===== src/rtl/if_id_queue_pkg.sv =====
// Shared defines for the IF/ID instruction queue: bus widths, zero word,
// reset polarity and the default queue depth.
package if_id_queue_pkg;

  localparam logic RstEnable   = 1'b1;
  localparam int   InstAddrBus = 32;
  localparam int   InstBus     = 32;
  localparam int   ExceptBus   = 32;
  localparam int   IfqDepth    = 4;

  localparam logic [31:0] ZeroWord = 32'h0000_0000;

endpackage


===== src/rtl/ifq_ptr.sv =====
// Wrapping queue pointer. Reset and clear take it to zero, and inc advances it
// by one. It wraps naturally at 2**W.
module ifq_ptr
  import if_id_queue_pkg::*;
#(
  parameter int W = 2
) (
  input  logic         clk,
  input  logic         rst,
  input  logic         clr,
  input  logic         inc,
  output logic [W-1:0] ptr
);

  always_ff @(posedge clk) begin
    if (rst == RstEnable || clr) begin
      ptr <= '0;
    end else if (inc) begin
      ptr <= ptr + W'(1);
    end
  end

endmodule


===== src/rtl/if_id_queue.sv =====
// IF/ID instruction queue: DEPTH-entry circular FIFO with first-word
// fall-through and an all-zero bubble when empty. Define IFQ_EXC_FENCE_EN to
// stop accepting entries after a faulting fetch until that entry is consumed.
module if_id_queue
  import if_id_queue_pkg::*;
#(
  parameter int DEPTH  = IfqDepth,
  parameter int ADDR_W = InstAddrBus,
  parameter int INST_W = InstBus,
  parameter int EXC_W  = ExceptBus
) (
  input  logic                       clk,
  input  logic                       rst,
  input  logic                       flush,
  input  logic                       if_valid,
  output logic                       if_ready,
  input  logic [ADDR_W-1:0]          if_pc,
  input  logic [INST_W-1:0]          if_inst,
  input  logic [EXC_W-1:0]           if_excepttype,
  input  logic                       id_ready,
  output logic                       id_valid,
  output logic [ADDR_W-1:0]          id_pc,
  output logic [INST_W-1:0]          id_inst,
  output logic [EXC_W-1:0]           id_excepttype,
  output logic [$clog2(DEPTH+1)-1:0] count
);

  localparam int PTR_W = $clog2(DEPTH);
  localparam int CNT_W = $clog2(DEPTH + 1);

  logic [ADDR_W-1:0] pc_mem   [DEPTH];
  logic [INST_W-1:0] inst_mem [DEPTH];
  logic [EXC_W-1:0]  exc_mem  [DEPTH];

  logic [PTR_W-1:0] wr_ptr;
  logic [PTR_W-1:0] rd_ptr;
  logic [CNT_W-1:0] count_reg;
  logic             push;
  logic             pop;
  logic             fence;

  assign id_valid = (count_reg != '0);
  assign if_ready = (rst != RstEnable) && (count_reg != CNT_W'(DEPTH)) && !fence;
  assign push     = if_valid & if_ready;
  assign pop      = id_valid & id_ready;
  assign count    = count_reg;

  ifq_ptr #(.W(PTR_W)) u_wr_ptr (
    .clk (clk),
    .rst (rst),
    .clr (flush),
    .inc (push),
    .ptr (wr_ptr)
  );

  ifq_ptr #(.W(PTR_W)) u_rd_ptr (
    .clk (clk),
    .rst (rst),
    .clr (flush),
    .inc (pop),
    .ptr (rd_ptr)
  );

  always_ff @(posedge clk) begin
    if (rst == RstEnable || flush) begin
      count_reg <= '0;
    end else begin
      case ({push, pop})
        2'b10:   count_reg <= count_reg + CNT_W'(1);
        2'b01:   count_reg <= count_reg - CNT_W'(1);
        default: count_reg <= count_reg;
      endcase
    end
  end

  // Storage is never reset; it is only observable through a non-empty head.
  always_ff @(posedge clk) begin
    if (push && !flush) begin
      pc_mem[wr_ptr]   <= if_pc;
      inst_mem[wr_ptr] <= if_inst;
      exc_mem[wr_ptr]  <= if_excepttype;
    end
  end

  assign id_pc         = id_valid ? pc_mem[rd_ptr]   : '0;
  assign id_inst       = id_valid ? inst_mem[rd_ptr] : '0;
  assign id_excepttype = id_valid ? exc_mem[rd_ptr]  : '0;

`ifdef IFQ_EXC_FENCE_EN
  logic             fence_reg;
  logic [PTR_W-1:0] fence_idx_reg;

  // While fenced no push can occur, so arming and releasing never collide.
  always_ff @(posedge clk) begin
    if (rst == RstEnable || flush) begin
      fence_reg <= 1'b0;
    end else if (push && (if_excepttype != '0)) begin
      fence_reg     <= 1'b1;
      fence_idx_reg <= wr_ptr;
    end else if (pop && fence_reg && (rd_ptr == fence_idx_reg)) begin
      fence_reg <= 1'b0;
    end
  end

  assign fence = fence_reg;
`else
  assign fence = 1'b0;
`endif

endmodule


===== config.mk =====
export PLATFORM = sky130hd
export DESIGN_NAME = if_id_queue
export DESIGN_NICKNAME = d
export VERILOG_FILES = /design/src/rtl/if_id_queue_pkg.sv /design/src/rtl/ifq_ptr.sv /design/src/rtl/if_id_queue.sv
export SDC_FILE = /design/constraint.sdc
export NUM_CORES = 1
export LEC_CHECK = 0
export BUFFER_PORTS_ARGS = -buffer_cell sky130_fd_sc_hd__clkbuf_2
export CAP_MARGIN = 30
export CORE_MARGIN = 2
export CORE_UTILIZATION = 34
export CTS_CLUSTER_DIAMETER = 120
export DETAILED_ROUTE_END_ITERATION = 7
export SLEW_MARGIN = 20
export SYNTH_ARGS = -nofsm -noshare
export SYNTH_HDL_FRONTEND = slang
export SYNTH_SLANG_ARGS = --single-unit

===== constraint.sdc =====
create_clock -name clk -period 8.5 [get_ports clk]
set_input_delay 1.275 -clock clk [delete_from_list [all_inputs] [get_ports clk]]
set_output_delay 1.275 -clock clk [all_outputs]
set_load 0.005 [all_outputs]

After elaboration in Yosys (flattened, before gate mapping)
Memories as Yosys holds them, arrays and structs flattened. A register that Yosys moved wholly into a read port is not among the register bits.
Cells that the tools add are included.
{ "totals": {"reg_bits": 7, "ram_bits": 384, "input_bits": 101, "output_inout_bits": 101, "elab_cells": 34, "memories": 3} }
{ "memory_table": {"columns": ["name", "depth", "word_bits", "read_ports", "rd_ports_with_merged_regs", "wr", "line", "source"], "rows": [
  ["exc_mem", 4, 32, 1, 1, 1, "if_id_queue.sv:33", "logic [EXC_W-1:0] exc_mem [DEPTH];"],
  ["inst_mem", 4, 32, 1, 1, 1, "if_id_queue.sv:32", "logic [INST_W-1:0] inst_mem [DEPTH];"],
  ["pc_mem", 4, 32, 1, 1, 1, "if_id_queue.sv:31", "logic [ADDR_W-1:0] pc_mem [DEPTH];"]
]} }
{ "op_classes": {"n_addsub": 4, "eq_ne": 3, "muxes": 12, "bitwise": 3, "reduce_logical": 6} }
{ "ops": {"columns": ["operator", "n"], "rows": [
  ["32-bit two-way mux", 3],
  ["2-bit two-way mux", 6],
  ["3-bit one-hot mux with 2 select lines", 1],
  ["2-bit by 1-bit adder with 2-bit output, second input constant", 2],
  ["3-bit by 1-bit adder with 3-bit output, second input constant", 1],
  ["3-bit inequality test, second input constant", 1],
  ["3-bit nonzero test", 1],
  ["3-bit by 1-bit subtractor with 3-bit output, second input constant", 1],
  ["1-bit AND", 2],
  ["2-bit by 1-bit == test with 1-bit output, second input constant", 1],
  ["2-bit == test, second input constant", 1],
  ["1-bit logical AND", 2],
  ["1-bit two-way mux", 2],
  ["2-bit nonzero test", 1],
  ["1-bit zero test", 1],
  ["1-bit logical OR", 1],
  ["1-bit inverter", 1]
]} }

Logic depth before layout (Yosys ltp)
Gate-level depths: netlist (run 1).
{ "depth": {"depth_word": 6, "ltp_mapped": 8, "mapped_depth_nobuf": 8} }

Cells and area by module
From an unflattened synthesis (run 1), not the netlist that was laid out.
{ "unflattened": {"cells_unflattened": 653, "area_unflattened_um2": 14879.3} }
{ "by_module_without_submodules": {"columns": ["module", "n_inst", "cells_each", "area_each_um2", "seq_area_each_um2"], "rows": [
  ["if_id_queue", 1, 639, 14711.6, 11591.1],
  ["ifq_ptr", 2, 7, 83.8, 40.0]
]} }

Worst setup path before layout (run 1)
Ideal clock, no wire load.
{ "synth_timing": {"path_type": "input to register", "from": "in flush", "to": "mem exc_mem[0][0] in the netlist's numbering, enable pin", "setup_time_ns": 0.466, "arrival_ns": 3.851, "t_required_ns": 8.034, "slack_ns": 4.183, "stages": 3, "n_path_buf": 0, "cell_sequence": "nor2_1 > and3_1 > and2_1"} }
{ "synth_between": {"elab_chain_cells": 4} }
{ "synth_lines": {"columns": ["element", "line", "source"], "rows": [
  ["start, declared", "if_id_queue.sv:14", "input logic flush,"],
  ["1-bit zero test", "if_id_queue.sv:78", "if (push && !flush) begin"],
  ["1-bit logical AND", "if_id_queue.sv:78", null],
  ["1-bit two-way mux", "if_id_queue.sv:78", null],
  ["1-bit two-way mux (implied by the code)", "if_id_queue.sv:81", "exc_mem[wr_ptr] <= if_excepttype;"],
  ["end, declared", "if_id_queue.sv:33", null]
]} }
Every way passes these cells.

==> results of run 1 <==
## cell usage in the layout, fill, tap and decap left out, types with 2 or more instances in the layout
cell type,netlist,layout
xor2_1,4,4
clkbuf_1,16,7
clkbuf_16,0,43
dfxtp_1,9,7
edfxtp_1,384,384
clkinv_1,0,8
ha_1,5,5
and2_1,100,96
nor2_1,7,7
diode_2,0,2
nand2_1,3,3
bufinv_16,0,5
nor2b_1,2,2
a21oi_1,3,3
clkbuf_2,1,201
buf_4,0,8
mux4_2,96,96
inv_1,6,6
clkinv_2,0,6
and2_4,0,4
inv_6,0,4
dfxtp_4,0,2
## worst min path at each step
stage	start	end	slack, ns	cells after the start
final	u_wr_ptr.ptr[1]	u_wr_ptr.ptr[1]	0.53	2
after global routing	u_wr_ptr.ptr[1]	u_wr_ptr.ptr[1]	0.56	2
after CTS	u_wr_ptr.ptr[1]	u_wr_ptr.ptr[1]	0.52	2
after detailed placement	u_wr_ptr.ptr[1]	u_wr_ptr.ptr[1]	0.51	2
after global placement	u_wr_ptr.ptr[1]	u_wr_ptr.ptr[1]	0.50	2
after floorplan	u_wr_ptr.ptr[1]	u_wr_ptr.ptr[1]	0.47	2
## metal layers
metal	vias to the layer above	part of all wire	track usage
met1	3653	0.43	0.171
li1	3147	-	-
met3	30	0.069	0.0390
met2	192	0.49	0.216
met4	2	0.016	0.0436
met5	-	0.00044	0
## cell type report
| class | instances | share of cell area |
|---|---|---|
| flip-flops and latches | 393 | 0.651 |
| multi-input cells | 232 | 0.170 |
| clock buffers | 50 | 0.0613 |
| repair buffers | 210 | 0.0608 |
| well taps | 585 | 0.0407 |
| clock inverters | 24 | 0.0141 |
| inverters | 6 | 0.00125 |
| diodes | 2 | 0.000278 |
## kinds of logic (layout without fill, tap and decap cells)
| group | Yosys count | after routing | synth area share |
|---|---|---|---|
| multiplexers | 97 | 97 | 0.145 |
| flip-flops | 393 | 393 | 0.782 |
| other | 0 | 2 | 0 |
| XOR/XNOR | 4 | 4 | 0.00234 |
| adder cells (fa/ha/maj) | 6 | 6 | 0.00551 |
| AO/OA/AOI/OAI | 7 | 7 | 0.00292 |
| AND/OR/NAND/NOR | 118 | 118 | 0.0477 |
| buffers and inverters | 40 | 290 | 0.0146 |
## report_power, final
part	total (mW)	leakage, nW	internal (mW)	switching, mW
Combinational	0.130	1.83	0.0593	0.0703
Clock	1.81	0.667	1.08	0.726
Sequential	2.15	3.54	2.14	0.00541
Total	4.08	6.04	3.28	0.802
## critical path, delay by kind of cell (launching register included)
kind,cells,cell delay [ns]
buffers and inverters,2,0.98
AND/OR/NAND/NOR,1,0.20
multiplexers,1,0.40
flip-flops,1,0.77
## synth_stat cells
library cell	number	area share
a21o_1	1	0.00050
a21oi_1	3	0.0010
and2_1	100	0.042
and3_1	1	0.00042
buf_12	1	0.0013
buf_2	11	0.0037
buf_6	5	0.0038
clkbuf_1	16	0.0040
clkbuf_2	1	0.00033
dfxtp_1	9	0.012
edfxtp_1	384	0.77
fa_1	1	0.0013
ha_1	5	0.0042
inv_1	6	0.0015
mux2i_1	1	0.00067
mux4_2	96	0.14
nand2_1	3	0.00075
nand3_1	1	0.00033
nor2_1	7	0.0018
nor2b_1	2	0.00084
o21ai_0	1	0.00033
o311ai_0	1	0.00058
o31ai_1	1	0.00050
or2_2	1	0.00042
or3_1	2	0.00084
or3b_2	1	0.00058
xor2_1	4	0.0023
## stage by stage
stage	cell area, µm²	power (mW)	setup slack, ns
3_3_place_gp	16600	2.32	4.74
6_report	18000	4.08	4.30
4_1_cts	18000	4.14	4.20
2_1_floorplan	15000	2.25	4.18
5_1_grt	18000	4.23	4.09
3_5_place_dp	16600	2.32	4.73
==> summary.txt, run 1 <==
STA
  • Max-Slew Margin vs Limit: 0.387
  • Crit share post-route: 0.495
  • Slew @ Worst Pin: 0.920 ns
  • Final Hold Fails: 0
  • Max-slew violations: 0
  • Clock Skews: 0.0128 ns
  • Min Hold Slack: 0.525 ns
  • Fin crit period: 4.20 ns
  • Peak Freq: 0.238 GHz
  • Setup-failing EPs final: 0
  • Setup TNS: 0 ns
  • Unrepaired setup endpoints after global routing: no

CTS
  • Gates resized, CTS repair: 0
  • # H-tree levels: 2
  • CTS tree: done
  • Clk_lat worst skew: 0.55 ns
  • Clock Sinks: 393
  • Post-CTS Setup Inserts: 0
  • Cts hold-fix bufs: 0
  • Worst-path clk slew: 0.06 ns
  • Clock Path Buffers: 3
  • Cell chosen for the clock root: clkbuf_16
  • TritonCTS buffer count: 43

Power
  • Worst VDD drop: 0.130 mV
  • Leak: 6.04 nW
  • Pwr Density: 227 nW/µm²

Final layout
  • Layout area overhead: 20.1%
  • Area occupied by registers: 11700 µm²
  • Nets: 993
  • Finished Layout Cells: 1502
  • Regs by FF count: exc_mem x128, inst_mem x128, pc_mem x128
  • Fill cell count: 3829
  • Fraction of layout cells with a size suffix above 1: 0.409
  • Multi-input gate area: 3060 µm²
  • Util after Layout: 0.416

Routing
  • Average routed wire per standard cell: 19.9 µm
  • Drt first pass iters: 4
  • Initial DRC Count: 388
  • DRC Markers: 0
  • Antenna-violating nets left: 0
  • DR vias/cell: 4.68
  • Total number of vias: 7024
  • Drt total wl: 29900 µm

Die
  • Die area: 45700 µm²
  • Core box area: 43300 µm²
  • Initial Util: 0.346
  • Die Ht: 214 µm
  • # IOs: 202
  • Die Span X: 214 µm
  • Num rows: 76

Setup path
  • Reg2reg start: count[0]
  • CP peak stage delay: 0.85 ns
  • Worst EP arrival: 2.93 ns
  • Critical-path top delay cell: buf_4
  • CP Launch Type: flip-flop
  • R2R Path End: pc_mem[2][21]
  • R2r worst-path depth: 4
  • Data required, critical path: 7.22 ns
  • Crit-path max FO: 59
  • CP Capture Type: output pin
  • CP cell instances: buf_4 > mux4_2 > and2_1 > clkbuf_2
  • Reg-to-reg setup timing slack: 5.70 ns
  • Crit path capture: id_pc[3]
  • Critical path type: reg -> out

Place
  • DP HPWL: 17100 µm
  • Dpl cells: 1425
  • GP Congestion: 0.693
  • IO Port Bufs: 201

Synthesis
  • Synth warnings: 0
  • Average cell area after synthesis: 22.5 µm²
  • Sequential area share after synthesis: 0.782
  • Mapped Cells: 665
  • #FFs+latches synth: 393
  • Synth cell types: 27
  • Synthesized Nets: 772
  • Synth Cell Area: 15000 µm²

Hold path
  • Min-delay worst type: reg -> reg

Global route
  • First-pass GRT wire length: 44900 µm
  • Antenna violations before repair: 2
  • Total track usage: 0.133
  • Vias in the first global route: 7617
  • Largest net degree at the start of global routing: 61
  • Congestion Overflow GR: 0

Job
  • Max-Cap Viols: 0

Outcome
  • Status: finished clean
Power figures use the tool's default switching activity.
==> run 2, diff against run 1 <==
clock period = 4.3 ns   (was 8.5 ns; I/O delays follow)
==> run 2 against run 1 <==
Against the previous run:
- final cell count is 0.40% higher
- design area is 0.52% higher
- utilization is 0.22 points higher
- via count is 1.3% higher
- largest power group unchanged
- power is 96% higher
==> summary.txt, run 2 (synthesized netlist as in run 1, its figures left out) <==
CTS
  • # H-tree levels: 2 (unchanged)
  • Worst-path clk slew: 0.06 ns (about the same)
  • TritonCTS buffer count: 43 (unchanged)
  • Cell chosen for the clock root: clkbuf_16
  • Cts hold-fix bufs: 0 (unchanged)
  • CTS tree: done
  • Clock Path Buffers: 3 (unchanged)
  • Post-CTS Setup Inserts: 0 (unchanged)
  • Clock Sinks: 393 (unchanged)
  • Gates resized, CTS repair: 0 (unchanged)
  • Clk_lat worst skew: 0.57 ns (+0.02 ns)

Setup path
  • Critical path type: reg -> out
  • Top delay family on crit path: flip-flops
  • Critical-path top delay cell: dfxtp_4
  • CP Buf/Inv Count: 2 (unchanged)
  • Data required, critical path: 3.65 ns (-3.57 ns)
  • CP peak stage delay: 0.81 ns (-0.04 ns)
  • CP Capture Type: output pin
  • CP cell instances: buf_12 > mux4_2 > and2_1 > clkbuf_2
  • Worst EP arrival: 2.70 ns (-0.23 ns)
  • CP Launch Type: flip-flop
  • Crit-path max FO: 36 (-39%)
  • Reg2reg start: count[2]

STA
  • Setup TNS: 0 ns (unchanged)
  • Slew @ Worst Pin: 0.807 ns (-0.112 ns)
  • Peak Freq: 0.299 GHz
  • Final Hold Fails: 0 (unchanged)
  • Setup-failing EPs final: 0 (unchanged)
  • Clock Skews: 0.0186 ns (+0.00580 ns)
  • Max-slew violations: 0 (unchanged)
  • Unrepaired setup endpoints after global routing: no
  • Fin crit period: 3.34 ns
  • Crit share post-route: 0.777
  • Max-Slew Margin vs Limit: 0.462 (+0.0749)

Global route
  • Largest net degree at the start of global routing: 60 (-1.6%)
  • Total track usage: 0.139 (+0.00603)
  • Antenna violations before repair: 4 (+2)
  • Vias in the first global route: 7597 (-0.26%)
  • First-pass GRT wire length: 46400 µm (+3.4%)
  • Congestion Overflow GR: 0 (unchanged)

Power
  • Pwr Density: 443 nW/µm² (+95%)
  • Worst VDD drop: 0.216 mV (+66%)
  • Post-route total power: 8.02 mW (+96%)
  • Leak: 6.07 nW (+0.38%)

Die
  • Die area: 45700 µm² (unchanged)
  • Core box area: 43300 µm² (unchanged)
  • Die Ht: 214 µm (unchanged)
  • Die Span X: 214 µm (unchanged)
  • Initial Util: 0.346 (unchanged)
  • # IOs: 202 (unchanged)
  • Num rows: 76 (unchanged)

Routing
  • Total number of vias: 7113 (+1.3%)
  • Average routed wire per standard cell: 20.7 µm (+4.1%)
  • Drt total wl: 31200 µm (+4.5%)
  • Initial DRC Count: 427 (+10%)
  • Antenna-violating nets left: 0 (unchanged)
  • DRC Markers: 0 (unchanged)
  • DR vias/cell: 4.72 (+0.86%)
  • Drt first pass iters: 4 (unchanged)

Place
  • GP Congestion: 0.678 (-2.2%)
  • IO Port Bufs: 201 (unchanged)
  • DP HPWL: 18400 µm (+7.7%)

Final layout
  • Regs by FF count: exc_mem x128, inst_mem x128, pc_mem x128
  • Multi-input gate area: 3060 µm² (unchanged)
  • Layout area overhead: 20.7%
  • Area occupied by registers: 11700 µm² (unchanged)
  • Fill cell count: 3820 (-0.24%)
  • Most common cell after layout, fill and taps aside: edfxtp_1
  • Most frequent cells in the layout: edfxtp_1 (384), clkbuf_2 (201), mux4_2 (96), and2_1 (96), clkbuf_16 (44)
  • Nets: 998 (+0.50%)
  • Fraction of layout cells with a size suffix above 1: 0.412 (+0.00277)

Outcome
  • Status: finished clean

Hold path
  • Min-Delay Startpoint: if_inst[16]
  • Min-delay worst type: in -> reg

Job
  • Max-Cap Viols: 0 (unchanged)
run 2: path summary, 6_finish.rpt:
path	end	slack, ns	cells after the start
max	id_inst[1]	0.96	4
min	inst_mem[0][16]	0.30	1
max reg2reg	count[2]	1.91	8
min reg2reg	u_wr_ptr.ptr[1]	0.51	2
run 2: cell type report:
class | instances | area share
Timing Repair Buffer | 215 | 0.0667
Multi-Input combinational cell | 232 | 0.169
Clock buffer | 52 | 0.0625
Antenna cell | 2 | 0.000277
Inverter | 6 | 0.00125
Tap cell | 585 | 0.0405
Clock inverter | 23 | 0.0114
Sequential cell | 393 | 0.648
run 2: per-stage QoR:
stage / area (µm²) / util / hold WS (ns) / std cells / setup slack [ns]
CTS: 18100 / 0.418 / 0.256 / 1506 / 0.841
floorplan: 15000 / - / 0.471 / 665 / 0.613
finish: 18100 / 0.418 / 0.296 / 1508 / 0.958
global route: 18100 / 0.418 / 0.279 / 1506 / 0.732
detailed placement: 16700 / 0.387 / 0.509 / 1431 / 1.45
global placement: 16700 / 0.386 / 0.492 / 1430 / 1.43
run 2: power breakdown:
group / leakage (nW) / total, mW / switching [mW] / internal, mW
logic: 1.88 / 0.262 / 0.141 / 0.121
registers: 3.54 / 4.25 / 0.0115 / 4.24
clock network: 0.646 / 3.51 / 1.45 / 2.05
total: 6.07 / 8.02 / 1.61 / 6.41
run 2: worst reg2reg max path: cells and delay by family, from the launching register on:
family / cells / cell delay, ns
buffers and inverters: 1 / 0.06
AOI/OAI and AO/OA: 1 / 0.15
DFF: 1 / 0.42
adders and majority gates: 2 / 0.57
and+or+nand+nor: 3 / 0.96
xor gates and xnor gates: 1 / 0.16
run 2: metal layers:
metal,global-route usage,part of all wire,wire length [µm]
met1,0.186,0.43,13500
met2,0.219,0.48,14800
met3,0.0378,0.069,2160
met4,0.0462,0.020,634
met5,0,0.00090,28
==> run 3, diff against run 2 <==
ABC_AREA = 1   (was unset)
clock period = 3.27 ns   (was 4.3 ns; I/O delays follow)
==> run 3 against run 2 <==
Against the previous run:
- die area grew 2.6%
- sequential power grew 32%
- design area grew 1.1%
- hold slack lost 0.14 ns
==> summary.txt, run 3 <==
Global route
  • First-pass GRT wire length: 54700 µm (+18%)
  • GRT met2 Usage: 0.251 (+0.0316)
  • Congestion Overflow GR: 0 (unchanged)
  • Routing usage on met1: 0.199 (+0.0124)
  • Largest net degree at the start of global routing: 140 (+130%)
  • Global routing usage on met3: 0.0399 (+0.00207)
  • GR peak layer: met2
  • Vias in the first global route: 9871 (+30%)
  • Antenna violations before repair: 3 (-1)
  • Total track usage: 0.152 (+0.0131)

Routing
  • DRC Markers: 0 (unchanged)
  • Initial DRC Count: 569 (+33%)
  • Antenna-violating nets left: 0 (unchanged)
  • DR vias/cell: 4.83 (+2.4%)
  • Total number of vias: 9752 (+37%)
  • Average routed wire per standard cell: 17.6 µm (-15%)
  • Drt total wl: 35600 µm (+14%)
  • Drt first pass iters: 4 (unchanged)

Place
  • Dpl cells: 1948 (+36%)
  • GP Congestion: 0.732 (+7.9%)
  • IO Port Bufs: 201 (unchanged)
  • DP HPWL: 19200 µm (+4.1%)
  • Post-DP Area: 17000 µm² (+1.8%)

Power
  • Leak: 6.51 nW (+7.4%)
  • Clock share of power: 0.417 (-0.020)
  • NetSw: 2.18 mW (+36%)
  • Pwr Density: 572 nW/µm² (+29%)
  • Sequential share of power: 0.535 (+0.005)
  • Internal Pwr Total: 8.28 mW (+29%)
  • Post-route total power: 10.5 mW (+30%)
  • Combinational share of power: 0.048 (+0.015)
  • Worst VDD drop: 0.405 mV (+88%)
  • Switching portion of total power: 0.209 (+0.00829)

Synthesis
  • Average cell area after synthesis: 12.7 µm² (-43%)
  • Synth top area share: 0.750 (-0.0196)
  • Ys flop type: edfxtp_1
  • Mapped Cells: 1207 (+82%)
  • Number of synthesized flops with an enable pin: 384 (unchanged)
  • Synth warnings: 0 (unchanged)
  • Synthesized Nets: 1314 (+70%)
  • Post-synth top area cell: edfxtp_1
  • #FFs+latches synth: 393 (unchanged)
  • Sequential area share after synthesis: 0.762 (-0.0199)
  • Synth cell types: 20 (-26%)
  • Most common cell in the netlist: nor2_1
  • Asr flop ratio synth: 0 (unchanged)
  • Synth Cell Area: 15400 µm² (+2.6%)
  • Synth area leaders: edfxtp_1 (75%), nor2_1 (9.7%), o21ai_0 (5.8%)
  • Top cells by count, synth: nor2_1 (397), edfxtp_1 (384), o21ai_0 (178)

Job
  • Max-Cap Viols: 0 (unchanged)

Final layout
  • Most frequent cells in the layout: nor2_1 (393), edfxtp_1 (384), clkbuf_2 (201)
  • Layout area overhead: 19.0%
  • Finished Layout Cells: 2020 (+34%)
  • Fraction of layout cells with a size suffix above 1: 0.202 (-0.210)
  • Antenna fix cells: 0 (-2)
  • Most common cell after layout, fill and taps aside: nor2_1
  • Final Cell Area: 18300 µm² (+1.1%)
  • Regs by FF count: exc_mem x128, inst_mem x128, pc_mem x128
  • Nets: 1508 (+51%)

CTS
  • Cts hold-fix bufs: 0 (unchanged)
  • Clk_lat worst skew: 0.55 ns (-0.02 ns)
  • Gates resized, CTS repair: 0 (unchanged)
  • Clock Path Buffers: 3 (unchanged)
  • Cell chosen for the clock root: clkbuf_16
  • Clock Sinks: 393 (unchanged)
  • # H-tree levels: 2 (unchanged)
  • Post-CTS Setup Inserts: 0 (unchanged)
  • Worst-path clk slew: 0.06 ns (about the same)
  • CTS tree: done
  • TritonCTS buffer count: 43 (unchanged)

Die
  • Die Span X: 217 µm (+1.3%)
  • Die Ht: 217 µm (+1.3%)
  • Core box area: 44400 µm² (+2.7%)
  • Die area: 46900 µm² (+2.6%)
  • Initial Util: 0.346 (about the same)
  • Num rows: 77 (+1.3%)
  • # IOs: 202 (unchanged)

Outcome
  • Status: finished clean

STA
  • Clock Skews: 0.0154 ns (-0.00323 ns)
  • Final Hold Fails: 0 (unchanged)
  • Max-Slew Margin vs Limit: 0.506 (+0.0440)
  • Setup-failing EPs final: 0 (unchanged)
  • Crit share post-route: 0.839
  • Slew @ Worst Pin: 0.741 ns (-0.0660 ns)
  • Unrepaired setup endpoints after global routing: no
  • Min Hold Slack: 0.157 ns (-0.139 ns)
  • Peak Freq: 0.364 GHz
  • Max-slew violations: 0 (unchanged)
  • Setup TNS: 0 ns (unchanged)
  • Fin crit period: 2.74 ns

Setup path
  • Critical path type: reg -> out
  • Data required, critical path: 2.78 ns (-0.87 ns)
  • CP Launch Type: flip-flop
  • CP Capture Type: output pin
  • Worst EP arrival: 2.25 ns (-0.45 ns)
  • Crit-path max FO: 139 (+290%)

Hold path
  • Min-delay worst type: in -> reg
## run 3: path summary, 6_finish.rpt
kind / startpoint / end / slack [ns] / depth (start not counted)
worst max register to register: count[1] / inst_mem[3][26] / 1.11 / 5
worst min register to register: u_rd_ptr.ptr[1] / flip-flop / 0.54 / 2
worst max-delay path: flip-flop / id_inst[24] / 0.53 / 6
worst min-delay path: if_inst[27] / inst_mem[3][27] / 0.16 / 1
## run 3: layout make-up
class / instances / area, µm²
clock buffer: 54 / 1140
clock inverter: 18 / 118
multi-input combinational: 719 / 3170
tap: 592 / 741
timing repair buffer: 222 / 1310
fill: 4145 / 26100
inverter: 22 / 90.1
sequential: 393 / 11700
## run 3: critical path, stage by stage, from the launching register on
cell and delay (ns):
dfxtp_4 0.37, buf_12 0.51, nor2_1 0.11, nor2_1 0.10, o21ai_0 0.10, a21oi_1 0.26
clkbuf_2 0.16
## run 3: power groups by stage
stage	combinational (mW)	clock, mW	sequential [mW]
6_report	0.500	4.37	5.60
5_1_grt	0.561	4.69	5.60
3_5_place_dp	0.507	0	5.70
4_1_cts	0.509	4.49	5.60
3_3_place_gp	0.497	0	5.70
2_1_floorplan	0.230	0	5.71
## run 3: stage by stage
| stage | util | worst slack [ns] |
|---|---|---|
| 3_3_place_gp | 0.384 | 0.925 |
| 3_5_place_dp | 0.384 | 0.933 |
| 2_1_floorplan | - | -0.577 |
| 4_1_cts | 0.412 | 0.483 |
| 6_report | 0.412 | 0.526 |
| 5_1_grt | 0.412 | 0.346 |
## run 3: cell families (layout without fill, tap and decap cells)
logic type | after synthesis | in the layout | share of synthesized area
fa+ha+maj | 6 | 6 | 0.00537
buf+inv | 95 | 316 | 0.0335
simple gates | 418 | 418 | 0.103
flops | 393 | 393 | 0.762
compound gates | 295 | 295 | 0.0962
## run 3: routing by layer
layer | routed length [µm] | share of wire
met5 | 44 | 0.0012
met4 | 642 | 0.018
met3 | 2240 | 0.063
met2 | 16800 | 0.47
met1 | 15900 | 0.45
